File: config.mk
export PLATFORM = sky130hd
export DESIGN_NAME = mem_port_arbiter_flat
export DESIGN_NICKNAME = d
export VERILOG_FILES = /design/src/rtl/mips_pkg.sv /design/src/rtl/mem_port_arbiter_if.sv /design/src/rtl/arb_wait_timer.sv /design/src/rtl/mem_port_arbiter.sv /design/src/flat_wrapper.sv
export SDC_FILE = /design/constraint.sdc
export NUM_CORES = 1
export LEC_CHECK = 0
export BUFFER_PORTS_ARGS = -buffer_cell sky130_fd_sc_hd__buf_2
export CAP_MARGIN = 20
export CORE_UTILIZATION = 51
export DETAILED_ROUTE_END_ITERATION = 8
export PLACE_DENSITY_LB_ADDON = 0.12
export REMOVE_ABC_BUFFERS = 1
export SLEW_MARGIN = 20
export SYNTH_ARGS = -nofsm -noshare
export SYNTH_HDL_FRONTEND = slang
export SYNTH_SLANG_ARGS = --single-unit
File: constraint.sdc
create_clock -name clk -period 5.3 [get_ports clk]
set_input_delay 0.795 -clock clk [delete_from_list [all_inputs] [get_ports clk]]
set_output_delay 0.795 -clock clk [all_outputs]
set_load 0.05 [all_outputs]
File: src/rtl/mips_pkg.sv
// Shared types and constants for the pipeline stages and the unified
// memory port arbiter.
package mips_pkg;

    localparam int unsigned MIPS_ADDR_W = 32;
    localparam int unsigned MIPS_DATA_W = 32;

    localparam logic [31:0] ARB_POISON = 32'hDEADBEEF;

    typedef enum logic [1:0] {
        IDLE  = 2'd0,
        DATA  = 2'd1,
        INSTR = 2'd2
    } arb_state_t;

endpackage

File: src/rtl/mem_port_arbiter_if.sv
// Requester and memory-side signals of the unified memory port arbiter.
// master: the IF/MEM stages plus the memory array; slave: the arbiter.
interface mem_port_arbiter_if #(
    parameter int unsigned ADDR_W = 32,
    parameter int unsigned DATA_W = 32
);
    logic              if_req;
    logic [ADDR_W-1:0] if_addr;
    logic [DATA_W-1:0] if_rdata;
    logic              if_ready;

    logic              d_read;
    logic              d_write;
    logic [ADDR_W-1:0] d_addr;
    logic [DATA_W-1:0] d_wdata;
    logic [DATA_W-1:0] d_rdata;
    logic              d_ready;

    logic              stall;
    logic              err;

    logic              mem_en;
    logic              mem_we;
    logic [ADDR_W-1:0] mem_addr;
    logic [DATA_W-1:0] mem_wdata;
    logic [DATA_W-1:0] mem_rdata;
    logic              mem_valid;

    modport master (
        output if_req, if_addr, d_read, d_write, d_addr, d_wdata,
               mem_rdata, mem_valid,
        input  if_rdata, if_ready, d_rdata, d_ready, stall, err,
               mem_en, mem_we, mem_addr, mem_wdata
    );

    modport slave (
        input  if_req, if_addr, d_read, d_write, d_addr, d_wdata,
               mem_rdata, mem_valid,
        output if_rdata, if_ready, d_rdata, d_ready, stall, err,
               mem_en, mem_we, mem_addr, mem_wdata
    );
endinterface

File: src/rtl/arb_wait_timer.sv
// Per-access wait counter: restarts on grant, counts busy cycles and flags
// expiry once TIMEOUT-1 cycles have passed without a memory answer.
module arb_wait_timer #(
    parameter int unsigned TIMEOUT = 16
) (
    input  logic clk,
    input  logic rst_n,
    input  logic start,
    input  logic run,
    input  logic clear,
    output logic expire
);
    localparam int unsigned W = (TIMEOUT > 2) ? $clog2(TIMEOUT) : 1;

    logic [W-1:0] cnt_q, cnt_d;
    logic         at_max;

    assign at_max = (cnt_q == W'(TIMEOUT - 1));
    assign expire = run & at_max;

    always_comb begin
        cnt_d = cnt_q;
        if (start || clear) begin
            cnt_d = '0;
        end else if (run && !at_max) begin
            cnt_d = cnt_q + W'(1);
        end
    end

    always_ff @(posedge clk or negedge rst_n) begin
        if (!rst_n) begin
            cnt_q <= '0;
        end else begin
            cnt_q <= cnt_d;
        end
    end
endmodule

File: src/rtl/mem_port_arbiter.sv
// Shares one single-ported memory between instruction fetch and load/store,
// with data priority, fetch anti-starvation and a per-access timeout.
module mem_port_arbiter
    import mips_pkg::*;
#(
    parameter int unsigned ADDR_W      = MIPS_ADDR_W,
    parameter int unsigned DATA_W      = MIPS_DATA_W,
    parameter int unsigned TIMEOUT     = 16,
    parameter int unsigned MAX_D_BURST = 4
) (
    input logic              clk,
    input logic              rst_n,
    mem_port_arbiter_if.slave bus
);
    localparam int unsigned BW = $clog2(MAX_D_BURST + 1);

    arb_state_t        state_q, state_d;
    logic              mem_en_q, mem_en_d;
    logic              mem_we_q, mem_we_d;
    logic [ADDR_W-1:0] mem_addr_q, mem_addr_d;
    logic [DATA_W-1:0] mem_wdata_q, mem_wdata_d;
    logic              if_ready_q, if_ready_d;
    logic [DATA_W-1:0] if_rdata_q, if_rdata_d;
    logic              d_ready_q, d_ready_d;
    logic [DATA_W-1:0] d_rdata_q, d_rdata_d;
    logic              err_q, err_d;
    logic [BW-1:0]     burst_q, burst_d;

    logic              data_req;
    logic              data_ok;
    logic              grant;
    logic              done;
    logic              expire;
    logic [DATA_W-1:0] ret_data;

    assign data_req = bus.d_read | bus.d_write;
    // Fetch gets the port once MAX_D_BURST data grants were made while it waited.
    assign data_ok  = data_req & ~(bus.if_req & (burst_q == BW'(MAX_D_BURST)));

    arb_wait_timer #(
        .TIMEOUT (TIMEOUT)
    ) u_wait_timer (
        .clk    (clk),
        .rst_n  (rst_n),
        .start  (grant),
        .run    (state_q != IDLE),
        .clear  (done),
        .expire (expire)
    );

    always_comb begin
        state_d     = state_q;
        mem_en_d    = mem_en_q;
        mem_we_d    = mem_we_q;
        mem_addr_d  = mem_addr_q;
        mem_wdata_d = mem_wdata_q;
        if_ready_d  = 1'b0;
        if_rdata_d  = if_rdata_q;
        d_ready_d   = 1'b0;
        d_rdata_d   = d_rdata_q;
        err_d       = err_q;
        burst_d     = burst_q;
        grant       = 1'b0;
        done        = 1'b0;
        ret_data    = '0;

        case (state_q)
            IDLE: begin
                if (data_ok) begin
                    state_d     = DATA;
                    grant       = 1'b1;
                    mem_en_d    = 1'b1;
                    mem_we_d    = bus.d_write;
                    mem_addr_d  = bus.d_addr;
                    mem_wdata_d = bus.d_wdata;
                    burst_d     = bus.if_req ? burst_q + BW'(1) : '0;
                end else if (bus.if_req) begin
                    state_d     = INSTR;
                    grant       = 1'b1;
                    mem_en_d    = 1'b1;
                    mem_we_d    = 1'b0;
                    mem_addr_d  = bus.if_addr;
                    mem_wdata_d = '0;
                    burst_d     = '0;
                end
            end
            DATA, INSTR: begin
                // A memory answer in the expiry cycle still counts as success.
                if (bus.mem_valid || expire) begin
                    done     = 1'b1;
                    state_d  = IDLE;
                    mem_en_d = 1'b0;
                    mem_we_d = 1'b0;
                    if (bus.mem_valid) begin
                        ret_data = mem_we_q ? '0 : bus.mem_rdata;
                    end else begin
                        ret_data = DATA_W'(ARB_POISON);
                        err_d    = 1'b1;
                    end
                    if (state_q == DATA) begin
                        d_ready_d = 1'b1;
                        d_rdata_d = ret_data;
                    end else begin
                        if_ready_d = 1'b1;
                        if_rdata_d = ret_data;
                    end
                end
            end
            default: begin
                state_d  = IDLE;
                mem_en_d = 1'b0;
                mem_we_d = 1'b0;
            end
        endcase
    end

    always_ff @(posedge clk or negedge rst_n) begin
        if (!rst_n) begin
            state_q     <= IDLE;
            mem_en_q    <= 1'b0;
            mem_we_q    <= 1'b0;
            mem_addr_q  <= '0;
            mem_wdata_q <= '0;
            if_ready_q  <= 1'b0;
            if_rdata_q  <= '0;
            d_ready_q   <= 1'b0;
            d_rdata_q   <= '0;
            err_q       <= 1'b0;
            burst_q     <= '0;
        end else begin
            state_q     <= state_d;
            mem_en_q    <= mem_en_d;
            mem_we_q    <= mem_we_d;
            mem_addr_q  <= mem_addr_d;
            mem_wdata_q <= mem_wdata_d;
            if_ready_q  <= if_ready_d;
            if_rdata_q  <= if_rdata_d;
            d_ready_q   <= d_ready_d;
            d_rdata_q   <= d_rdata_d;
            err_q       <= err_d;
            burst_q     <= burst_d;
        end
    end

    assign bus.mem_en    = mem_en_q;
    assign bus.mem_we    = mem_we_q;
    assign bus.mem_addr  = mem_addr_q;
    assign bus.mem_wdata = mem_wdata_q;
    assign bus.if_ready  = if_ready_q;
    assign bus.if_rdata  = if_rdata_q;
    assign bus.d_ready   = d_ready_q;
    assign bus.d_rdata   = d_rdata_q;
    assign bus.err       = err_q;
    assign bus.stall     = (data_req & ~d_ready_q) | (bus.if_req & ~if_ready_q);
endmodule

File: src/flat_wrapper.sv
// flat-port wrapper written by rule: the top's interface ports become plain ports
module mem_port_arbiter_flat import mips_pkg::*;
#(
    parameter int unsigned ADDR_W      = MIPS_ADDR_W,
    parameter int unsigned DATA_W      = MIPS_DATA_W,
    parameter int unsigned TIMEOUT     = 16,
    parameter int unsigned MAX_D_BURST = 4
)
  (clk, rst_n, bus_if_req, bus_if_addr, bus_d_read, bus_d_write, bus_d_addr, bus_d_wdata, bus_mem_rdata, bus_mem_valid, bus_if_rdata, bus_if_ready, bus_d_rdata, bus_d_ready, bus_stall, bus_err, bus_mem_en, bus_mem_we, bus_mem_addr, bus_mem_wdata);
  mem_port_arbiter_if #(.ADDR_W(ADDR_W), .DATA_W(DATA_W)) bus_i ();
  input logic clk;
  input logic rst_n;
  input wire logic [$bits(bus_i.if_req)-1:0] bus_if_req;
  input wire logic [$bits(bus_i.if_addr)-1:0] bus_if_addr;
  input wire logic [$bits(bus_i.d_read)-1:0] bus_d_read;
  input wire logic [$bits(bus_i.d_write)-1:0] bus_d_write;
  input wire logic [$bits(bus_i.d_addr)-1:0] bus_d_addr;
  input wire logic [$bits(bus_i.d_wdata)-1:0] bus_d_wdata;
  input wire logic [$bits(bus_i.mem_rdata)-1:0] bus_mem_rdata;
  input wire logic [$bits(bus_i.mem_valid)-1:0] bus_mem_valid;
  output wire logic [$bits(bus_i.if_rdata)-1:0] bus_if_rdata;
  output wire logic [$bits(bus_i.if_ready)-1:0] bus_if_ready;
  output wire logic [$bits(bus_i.d_rdata)-1:0] bus_d_rdata;
  output wire logic [$bits(bus_i.d_ready)-1:0] bus_d_ready;
  output wire logic [$bits(bus_i.stall)-1:0] bus_stall;
  output wire logic [$bits(bus_i.err)-1:0] bus_err;
  output wire logic [$bits(bus_i.mem_en)-1:0] bus_mem_en;
  output wire logic [$bits(bus_i.mem_we)-1:0] bus_mem_we;
  output wire logic [$bits(bus_i.mem_addr)-1:0] bus_mem_addr;
  output wire logic [$bits(bus_i.mem_wdata)-1:0] bus_mem_wdata;
  assign bus_i.if_req = bus_if_req;
  assign bus_i.if_addr = bus_if_addr;
  assign bus_i.d_read = bus_d_read;
  assign bus_i.d_write = bus_d_write;
  assign bus_i.d_addr = bus_d_addr;
  assign bus_i.d_wdata = bus_d_wdata;
  assign bus_i.mem_rdata = bus_mem_rdata;
  assign bus_i.mem_valid = bus_mem_valid;
  assign bus_if_rdata = bus_i.if_rdata;
  assign bus_if_ready = bus_i.if_ready;
  assign bus_d_rdata = bus_i.d_rdata;
  assign bus_d_ready = bus_i.d_ready;
  assign bus_stall = bus_i.stall;
  assign bus_err = bus_i.err;
  assign bus_mem_en = bus_i.mem_en;
  assign bus_mem_we = bus_i.mem_we;
  assign bus_mem_addr = bus_i.mem_addr;
  assign bus_mem_wdata = bus_i.mem_wdata;
  mem_port_arbiter #(.ADDR_W(ADDR_W), .DATA_W(DATA_W), .TIMEOUT(TIMEOUT), .MAX_D_BURST(MAX_D_BURST)) u_core (.clk(clk), .rst_n(rst_n), .bus(bus_i));
endmodule
==> results by group <==
Status
  • Status: finished clean

Layout
  • Area growth from synthesis to layout: 31.3%
  • Post-layout util: 0.691
  • Layout Nets: 906
  • Layout Cells excl Fill: 918
  • Proportion of layout cells with a drive suffix above 1: 0.410

Timing
  • Period utilization: 0.519
  • Worst Skew: 0.00878 ns
  • Final TNS setup: 0 ns
  • Slew margin rel.: 0.335
  • Final setup vio count: 0
  • Hold Vio Cnt, Final: 0
  • Post-layout min period: 2.75 ns
  • RSZ-0062 raised after global routing: false
  • Fin. max-slew vios: 0
  • Tightest Pin Transition: 0.998 ns
  • Fmax: 364 MHz

CTS
  • H-tree Lvls: 4
  • TritonCTS clock tree: yes
  • Clock sink count: 142
  • Clock tree buffer depth: 2
  • CTS buffer count: 17
  • Clk_lat worst skew: 0.41 ns
  • PostCTS Resize Cnt: 0
  • Root buf cell: clkbuf_16
  • Hold Buf Count CTS: 0
  • Clock-pin slew on the worst setup and hold paths: 0.05 ns
  • Post-CTS Setup Bufs: 0

GRT
  • Antenna violations before repair: 2
  • Tot GR Track Use: 0.290
  • Vias in the first global route: 5260
  • Pin count of the biggest net entering global routing: 105
  • Total grt overflow: 0
  • First-pass GRT wire length: 27800 um

Power and ir drop
  • Worst vdd ir: 567 uV
  • Cell Pwr Density: 819 nW/um2
  • Leakage: 3.83 nW

Synthesis
  • Post-synth EDFFs: 0
  • Synth Instances: 518
  • Most common cell in the netlist: dfrtp_1
  • Warnings, synthesis: 0
  • Post-Synthesis Mean Instance Area: 11.7 um2
  • Async S/R FF share, synth: 1.00
  • Synth Cell Area: 6040 um2
  • Register bit total from synthesis: 142
  • Seq/Total Area, Yosys: 0.588
  • Synth unique cells: 41
  • Post-synth top area cell: dfrtp_1
  • Ranking of synthesized cells by area: dfrtp_1 59%, o22a_1 7.0%, a22o_1 4.6%
  • Ys flop type: dfrtp_1
  • Top post-synthesis cells by count: 142 x dfrtp_1, 48 x o22a_1, 37 x a21oi_1, 37 x o21ai_0
  • Top-area cell type share of the netlist area: 0.588

Worst setup path
  • CP Data Arrival Time: 1.95 ns
  • Delay-heaviest family, CP: simple AND/OR/NAND/NOR gates
  • CP most frequent cell: buf_2
  • CP cell instances: buf_2 -> nor2_4 -> o22ai_1 -> buf_2
  • Largest stage delay, worst path: 0.58 ns
  • Startpoint type of the worst setup path: primary input
  • Slowest cell on crit path: nor2_4
  • Crit path max fanout: 35
  • R2R Setup Slk: 2.77 ns
  • WS Path Type: in -> out
  • Endpoint class of the critical path: output pin
  • WP buf/inv: 2
  • Crit path required time: 4.51 ns

Routing
  • Routed length per instance: 18.8 um
  • Drt drc: 0
  • Post-route ant nets: 0
  • Initial DRC Count: 422
  • Total Wirelength: 17300 um
  • DRT Pass-1 Iters: 4
  • DR vias: 5308
  • Routed vias/inst: 5.78

Floorplan
  • Rows: 39
  • Die H: 111 um
  • Die ar.: 12300 um2
  • Die span in x: 111 um
  • Core ar.: 11500 um2
  • Initial core utilization: 0.527
  • # IOs: 268

Placement
  • RD Place Congestion: 0.817
  • Placed Instances: 888
  • Post-detail-place hpwl: 11600 um
  • Buffers on Ports: 267

Flow run
  • Max-cap viol count: 0

Hold path
  • Worst min-delay path class: reg -> reg
placed cells by master (no fill, tap or decap), types with 2 or more instances in the layout:
cell	n
buf_2	266
dfrtp_1	142
o22a_1	48
o21ai_0	37
a21oi_1	37
a31oi_1	34
nor2_1	33
a22o_1	32
nor2b_1	26
clkbuf_16	17
mux2_4	12
and2_1	10
inv_1	8
ha_1	7
nand2_1	6
o22ai_1	5
nand3_1	5
buf_4	5
mux2_2	4
clkbuf_8	4
clkbuf_1	4
diode_2	2
nor4b_1	2
nand3b_1	2
o21a_4	2
clkinv_2	2
buf_6	2
registers in the layout (all words and copies together) (netlist names):
| register | cells |
|---|---|
| u_core.u_wait_timer.cnt_q | 4 |
| u_core.bus.mem_we | 1 |
| u_core.bus.mem_wdata | 32 |
| u_core.burst_q | 3 |
| u_core.bus.if_rdata | 32 |
| u_core.bus.mem_en | 1 |
| u_core.bus.d_rdata | 32 |
| u_core.state_q | 2 |
| u_core.bus.err | 1 |
| u_core.bus.d_ready | 1 |
| u_core.bus.if_ready | 1 |
| u_core.bus.mem_addr | 32 |
worst reg2reg max path: stages (launching register included):
cell,delay (ns)
dfrtp_1,0.42
inv_1,0.10
ha_1,0.42
and4b_1,0.58
o21a_4,0.48
mux2_2,0.42
per-stage QoR:
| step | area [um2] | power (W) | setup slack [ns] | hold slack [ns] |
|---|---|---|---|---|
| after floorplan | 5820 | 0.00456 | 0.252 | 0.481 |
| after global placement | 7400 | 0.00539 | 2.18 | 0.454 |
| after detailed placement | 7400 | 0.00547 | 2.56 | 0.461 |
| after CTS | 7910 | 0.00652 | 2.55 | 0.480 |
| after global routing | 7930 | 0.00679 | 2.41 | 0.509 |
| final | 7930 | 0.00649 | 2.55 | 0.484 |
routing by layer:
layer / track usage / part of all wire / wire length (um) / up-vias
met3: 0.0629 / 0.056 / 963 / 46
met5: 0 / 0 / 0 / -
li1: - / - / - / 2395
met4: 0.154 / 0.037 / 641 / 0
met2: 0.461 / 0.50 / 8610 / 219
met1: 0.372 / 0.41 / 7090 / 2648
kinds of logic after synthesis:
| kind of cell | after synthesis | share of synthesized area |
|---|---|---|
| buffers and inverters | 53 | 0.0406 |
| AOI/OAI and AO/OA | 205 | 0.236 |
| and+or+nand+nor | 95 | 0.0831 |
| DFF | 142 | 0.588 |
| adders and majority gates | 7 | 0.0145 |
| muxes | 16 | 0.0373 |
report_power, final:
part	switching (W)	total, W	internal, W
sequential	0.000299	0.00190	0.00160
clock	0.000407	0.00104	0.000632
combinational	0.00262	0.00355	0.000937
total	0.00332	0.00649	0.00317
worst paths after layout:
| kind | from | endpoint | cells after the start |
|---|---|---|---|
| max | bus_d_write | bus_stall | 4 |
| min | u_core.bus.err | u_core.bus.err | 1 |
| max reg2reg | u_core.state_q[0] | u_core.bus.if_rdata[8] | 5 |
| min reg2reg | u_core.bus.err | u_core.bus.err | 1 |
| max in group asynchronous | rst_n | u_core.bus.d_rdata[0] | 2 |
| min in group asynchronous | rst_n | u_core.bus.d_rdata[24] | 1 |
final cells by class:
class                   count  area (um2)
diodes                      2        5.00
multi-input cells         323        2260
repair buffers            273        1390
clock buffers              25         495
fillers                   917        3540
flip-flops and latches    142        3550
clock inverters             2        10.0
well taps                 143         179
inverters                   8        30.0
Note: power is estimated with default switching activity, not from simulation.
